File: src/rtl/conv_window_feeder.sv
// Streaming front end for the 3x3 MAC: fetches packed 3-row columns of image and weight data,
// slides a 3x3 window across them and hands one window per cycle downstream under stall control.
module conv_window_feeder #(
    parameter int ADDR_W = 17,
    parameter int IMG_W  = 8,
    parameter int WGT_W  = 4
) (
    input  logic              clk,
    input  logic              rstn,
    input  logic              i_start,
    input  logic [ADDR_W-1:0] i_len,
    input  logic              i_stall,
    output logic              mem_rd,
    output logic [ADDR_W-1:0] mem_addr,
    input  logic [23:0]       img_rdata,
    input  logic [23:0]       wgt_rdata,
    output logic              o_valid,
    output logic [IMG_W-1:0]  o_im1,
    output logic [IMG_W-1:0]  o_im2,
    output logic [IMG_W-1:0]  o_im3,
    output logic [IMG_W-1:0]  o_im4,
    output logic [IMG_W-1:0]  o_im5,
    output logic [IMG_W-1:0]  o_im6,
    output logic [IMG_W-1:0]  o_im7,
    output logic [IMG_W-1:0]  o_im8,
    output logic [IMG_W-1:0]  o_im9,
    output logic [WGT_W-1:0]  o_ker1,
    output logic [WGT_W-1:0]  o_ker2,
    output logic [WGT_W-1:0]  o_ker3,
    output logic [WGT_W-1:0]  o_ker4,
    output logic [WGT_W-1:0]  o_ker5,
    output logic [WGT_W-1:0]  o_ker6,
    output logic [WGT_W-1:0]  o_ker7,
    output logic [WGT_W-1:0]  o_ker8,
    output logic [WGT_W-1:0]  o_ker9,
    output logic              o_busy,
    output logic              o_done
);

    typedef enum logic [1:0] {IDLE, FETCH, DRAIN, DONE} state_t;

    state_t            state, next_state;
    logic [ADDR_W-1:0] len, rd_cnt, col_cnt, col_next;
    logic              pend, skid_vld, shift_en, last_accept;
    logic [IMG_W-1:0]  skid_img [3];
    logic [WGT_W-1:0]  skid_wgt [3];
    logic [IMG_W-1:0]  new_img  [3];
    logic [WGT_W-1:0]  new_wgt  [3];
    logic [IMG_W-1:0]  win_im   [9];
    logic [WGT_W-1:0]  win_ker  [9];
    logic              unused_rdata;

    assign unused_rdata = ^{wgt_rdata[23:16+WGT_W], wgt_rdata[15:8+WGT_W], wgt_rdata[7:WGT_W]};

    // A column enters the window either from the skid (older, drains first) or straight off the bus.
    assign shift_en    = !i_stall && (skid_vld || pend);
    assign col_next    = col_cnt + ADDR_W'(1);
    assign last_accept = o_valid && !i_stall && (col_cnt == len);

    always_comb begin
        for (int r = 0; r < 3; r++) begin
            new_img[r] = skid_vld ? skid_img[r] : img_rdata[8*r +: IMG_W];
            new_wgt[r] = skid_vld ? skid_wgt[r] : wgt_rdata[8*r +: WGT_W];
        end
    end

    always_comb begin
        next_state = state;
        mem_rd     = 1'b0;
        mem_addr   = '0;
        case (state)
            IDLE: begin
                if (i_start) next_state = (i_len >= ADDR_W'(3)) ? FETCH : DONE;
            end
            FETCH: begin
                mem_addr = rd_cnt;
                if (!i_stall && !skid_vld) begin
                    mem_rd = 1'b1;
                    if (rd_cnt == len - ADDR_W'(1)) next_state = DRAIN;
                end
            end
            DRAIN: begin
                if (last_accept) next_state = DONE;
            end
            DONE:    next_state = IDLE;
            default: next_state = IDLE;
        endcase
    end

    always_ff @(posedge clk) begin
        if (!rstn) begin
            state    <= IDLE;
            len      <= '0;
            rd_cnt   <= '0;
            col_cnt  <= '0;
            pend     <= 1'b0;
            skid_vld <= 1'b0;
            o_valid  <= 1'b0;
            for (int r = 0; r < 3; r++) begin
                skid_img[r] <= '0;
                skid_wgt[r] <= '0;
            end
            for (int i = 0; i < 9; i++) begin
                win_im[i]  <= '0;
                win_ker[i] <= '0;
            end
        end else begin
            state <= next_state;
            pend  <= mem_rd;
            if (state == IDLE && i_start) begin
                len     <= i_len;
                rd_cnt  <= '0;
                col_cnt <= '0;
            end
            if (mem_rd) rd_cnt <= rd_cnt + ADDR_W'(1);
            // While stalled everything freezes except catching the word already on its way back.
            if (i_stall) begin
                if (pend) begin
                    skid_vld <= 1'b1;
                    for (int r = 0; r < 3; r++) begin
                        skid_img[r] <= img_rdata[8*r +: IMG_W];
                        skid_wgt[r] <= wgt_rdata[8*r +: WGT_W];
                    end
                end
            end else begin
                skid_vld <= 1'b0;
                o_valid  <= shift_en && (col_next >= ADDR_W'(3));
                if (shift_en) begin
                    col_cnt <= col_next;
                    for (int r = 0; r < 3; r++) begin
                        win_im[3*r]    <= win_im[3*r+1];
                        win_im[3*r+1]  <= win_im[3*r+2];
                        win_im[3*r+2]  <= new_img[r];
                        win_ker[3*r]   <= win_ker[3*r+1];
                        win_ker[3*r+1] <= win_ker[3*r+2];
                        win_ker[3*r+2] <= new_wgt[r];
                    end
                end
            end
        end
    end

    assign o_im1  = win_im[0];
    assign o_im2  = win_im[1];
    assign o_im3  = win_im[2];
    assign o_im4  = win_im[3];
    assign o_im5  = win_im[4];
    assign o_im6  = win_im[5];
    assign o_im7  = win_im[6];
    assign o_im8  = win_im[7];
    assign o_im9  = win_im[8];
    assign o_ker1 = win_ker[0];
    assign o_ker2 = win_ker[1];
    assign o_ker3 = win_ker[2];
    assign o_ker4 = win_ker[3];
    assign o_ker5 = win_ker[4];
    assign o_ker6 = win_ker[5];
    assign o_ker7 = win_ker[6];
    assign o_ker8 = win_ker[7];
    assign o_ker9 = win_ker[8];
    assign o_busy = (state != IDLE);
    assign o_done = (state == DONE);

endmodule

File: config.mk
export PLATFORM = sky130hd
export DESIGN_NAME = conv_window_feeder
export DESIGN_NICKNAME = d
export VERILOG_FILES = /design/src/rtl/conv_window_feeder.sv
export SDC_FILE = /design/constraint.sdc
export NUM_CORES = 1
export LEC_CHECK = 0
export CAP_MARGIN = 20
export CORE_AREA = 2 2 154 119
export CTS_CLUSTER_SIZE = 28
export DETAILED_ROUTE_END_ITERATION = 8
export DIE_AREA = 0 0 156 121
export HOLD_SLACK_MARGIN = 0.12
export PLACE_DENSITY = 0.83
export SETUP_SLACK_MARGIN = 0.15
export SLEW_MARGIN = 15
export SYNTH_ARGS = -nofsm -noshare
export SYNTH_HDL_FRONTEND = slang
export SYNTH_SLANG_ARGS = --single-unit
File: constraint.sdc
create_clock -name clk -period 6.6 [get_ports clk]
set_input_delay 0.99 -clock clk [delete_from_list [all_inputs] [get_ports clk]]
set_output_delay 0.99 -clock clk [all_outputs]
set_load 0.02 [all_outputs]
==> results.txt <==
Worst reg2reg path endpoint: win_im[0][3]
Core area: 0.0173 sq mm
Max cap viols: 0
Layout cell share with drive strength beyond 1: 0.0604
Leading cell type by number of instances after synthesis: edfxtp_1
Reg2reg start: skid_vld
Synth warn: 0
H-tree lvl count: 4
Largest net degree at the start of global routing: 85
HP Start: len[16]
Placed Instances: 1215
Routed len/inst: 18.2 um
Post-CTS Setup Bufs: 0
Die Span Y: 121 um
Overall power: 3270 uW
Setup_tns: 0 ns
Clock Power Share: 0.311
Net Switching: 1010 uW
Final hold viol count: 0
Status: finished clean
Diode count: 0
Slew headroom: 0.273
Clk slew on worst S/H paths: 0.07 ns
DRC: 0
Setup crit end: mem_rd
Post-Syn Instances: 871
Final cell count without fillers: 1247
Startpoint class of the critical path: input port
Pleak: 0.00462 uW
Metal2 WL: 10500 um
WP data required: 5.61 ns
Pre-antenna DRT Iters: 6
DP HPWL: 15500 um
Most common flop cell mapped by yosys: edfxtp_1
GRT overflow: 0
Minimum clock period: 4.39 ns
Via/cell ratio: 5.79
Synth Area in Simple Gates: 0.217
M1 wire length: 9870 um
Switching Share: 0.310
XOR/XNOR Fraction of Synth Area: 0.0422
Worst Setup SP: i_stall
Final net count: 1092
Post-Route WL: 22700 um
Synth-to-Final Area Change: 25.9%
Top sig layer: met4
Total CTS buffers: 17
GRT Overall Usage: 0.242
FF-to-FF path depth: 5
FP Rows: 42
CTS Root Cell: clkbuf_16
Crit path DAT: 3.40 ns
Crit path max fanout: 15
Mapped Nets: 949
RSZ-0062 raised after global routing: false
Crit end category: output port
Final setup fails: 0
Pint: 2250 uW
Initial detailed-routing violation count: 589
Synth top area cells: edfxtp_1 45%, dfxtp_1 12%, and3_1 5.4%
Post-DP Area: 0.0114 sq mm
Comb pwr share: 0.220
First-pass GRT wire length: 35600 um
Initial Util: 0.552
Sequential power share: 0.469
FMAX: 228 MHz
Synth unique cells: 60
Final antenna-violating net count: 0
EDFF count, synth: 144
Number of port buffers: 185
Post-synthesis compound-gate area fraction: 0.0757
Mux cell area share after synthesis: 0.0467
I/O pins: 198
Clock sinks: 200
Initial antenna violation count: 0
Met3 wire length: 1800 um
Mapped Area: 0.00954 sq mm
Async S/R FF share, synth: 0
R2r setup slk: 3.44 ns
Power per cell area: 272 mW/mm^2
Top-area cell type share of the netlist area: 0.453
Worst-Margin Slew: 1.09 ns
Flops & latches, synth: 200
Largest family of logic cells by synthesized area: simple AND/OR/NAND/NOR gates
CTS tree: built
Peak supply drop: 0.179 mV
Clk Latency, worst-skew pair: 0.43 ns
Adder-Cell Fraction of Synth Area: 0.0118
Crit Path Class: in -> out
Crit share post-route: 0.665
Resized cells post-CTS: 0
HP Class: reg -> reg
Vias in the first global route: 6710
Die ar.: 0.0189 sq mm
Syn_area_per_cell: 11.0 sq um
Design area: 0.0120 sq mm
Post-CTS Hold Buffers: 0
GPL Wtd Cong: 0.907
Hold WS: 0.515 ns
Sequential fraction of the synthesis area: 0.571
Vias: 7215
Max Buffers Root-to-Sink: 2
Yosys top cell by area: edfxtp_1
Clock skew: 0.00935 ns
Max-slew violation count: 0
Die width: 156 um
Synth cell count leaders: 144 x edfxtp_1, 83 x and3_1, 82 x nand2_1
==> worst max-delay path: stages <==
cell and delay [ns]:
clkdlybuf4s50_1 0.62, nor2_1 0.41, nand2_1 0.38, inv_1 0.33, clkdlybuf4s50_1 0.65
==> power by group through the flow <==
stage / Combinational [uW] / Clock, uW / Sequential (uW)
finish: 719 / 1020 / 1530
global route: 778 / 1070 / 1540
CTS: 716 / 1020 / 1530
detailed placement: 711 / 0 / 1560
global placement: 695 / 0 / 1550
floorplan: 437 / 0 / 1580
==> flip-flops by register name (all words and copies together), names as in the netlist <==
signal / cells
state: 2
skid_wgt: 12
col_cnt: 17
o_valid: 1
win_im: 72
len: 17
skid_vld: 1
win_ker: 36
skid_img: 24
pend: 1
rd_cnt: 17
==> how the worst min path moves through the flow <==
stage	cells past startpoint	endpoint	slack, ns
finish	2	len[16]	0.51
global route	1	rd_cnt[14]	0.55
CTS	2	len[16]	0.52
detailed placement	2	len[16]	0.51
global placement	2	len[16]	0.50
floorplan	2	skid_vld	0.47
==> cells by family after synthesis <==
kind of cell	count (synthesis)
simple gates	387
xor+xnor	46
flops	200
mux	44
fa+ha+maj	9
buf+inv	78
compound gates	107
==> layout by cell type, fill, tap and decap left out, types with 9 or more instances in the layout <==
cell             netlist  routed
and3_1                83      82
nand2_1               82      79
mux2i_1               40      40
nand3_1               18      18
clkbuf_16              0      17
a21oi_1               12      12
dfxtp_1               56      55
nor4_1                 9       9
nand4_1               20      20
nor2_1                73      72
a21boi_0              20      20
ha_1                   9       9
nor3_1                12      12
clkdlybuf4s50_1        0     184
xor2_1                31      31
edfxtp_1             144     144
o21ai_0               37      37
xnor2_1               15      15
inv_1                 11      11
and2_1                62      62
==> cell type report <==
class	instances	area, sq um
flip-flops and latches	200	5450
fillers	1260	5280
multi-input cells	593	3780
repair buffers	191	1890
clock buffers	18	429
well taps	220	275
clock inverters	14	151
inverters	11	41.3
==> per-stage QoR <==
step / utilization / setup slack (ns)
finish: 0.695 / 2.21
global route: 0.695 / 2.16
CTS: 0.695 / 2.29
detailed placement: 0.661 / 2.31
global placement: 0.661 / 2.37
floorplan: - / 1.87
==> metal layers <==
layer  up-vias  global-route usage
li1       3401                   -
met1      3484               0.336
met2       296               0.380
met3        34              0.0518
met4         0              0.0854
met5         -                   0
Power figures use the tool's default switching activity.
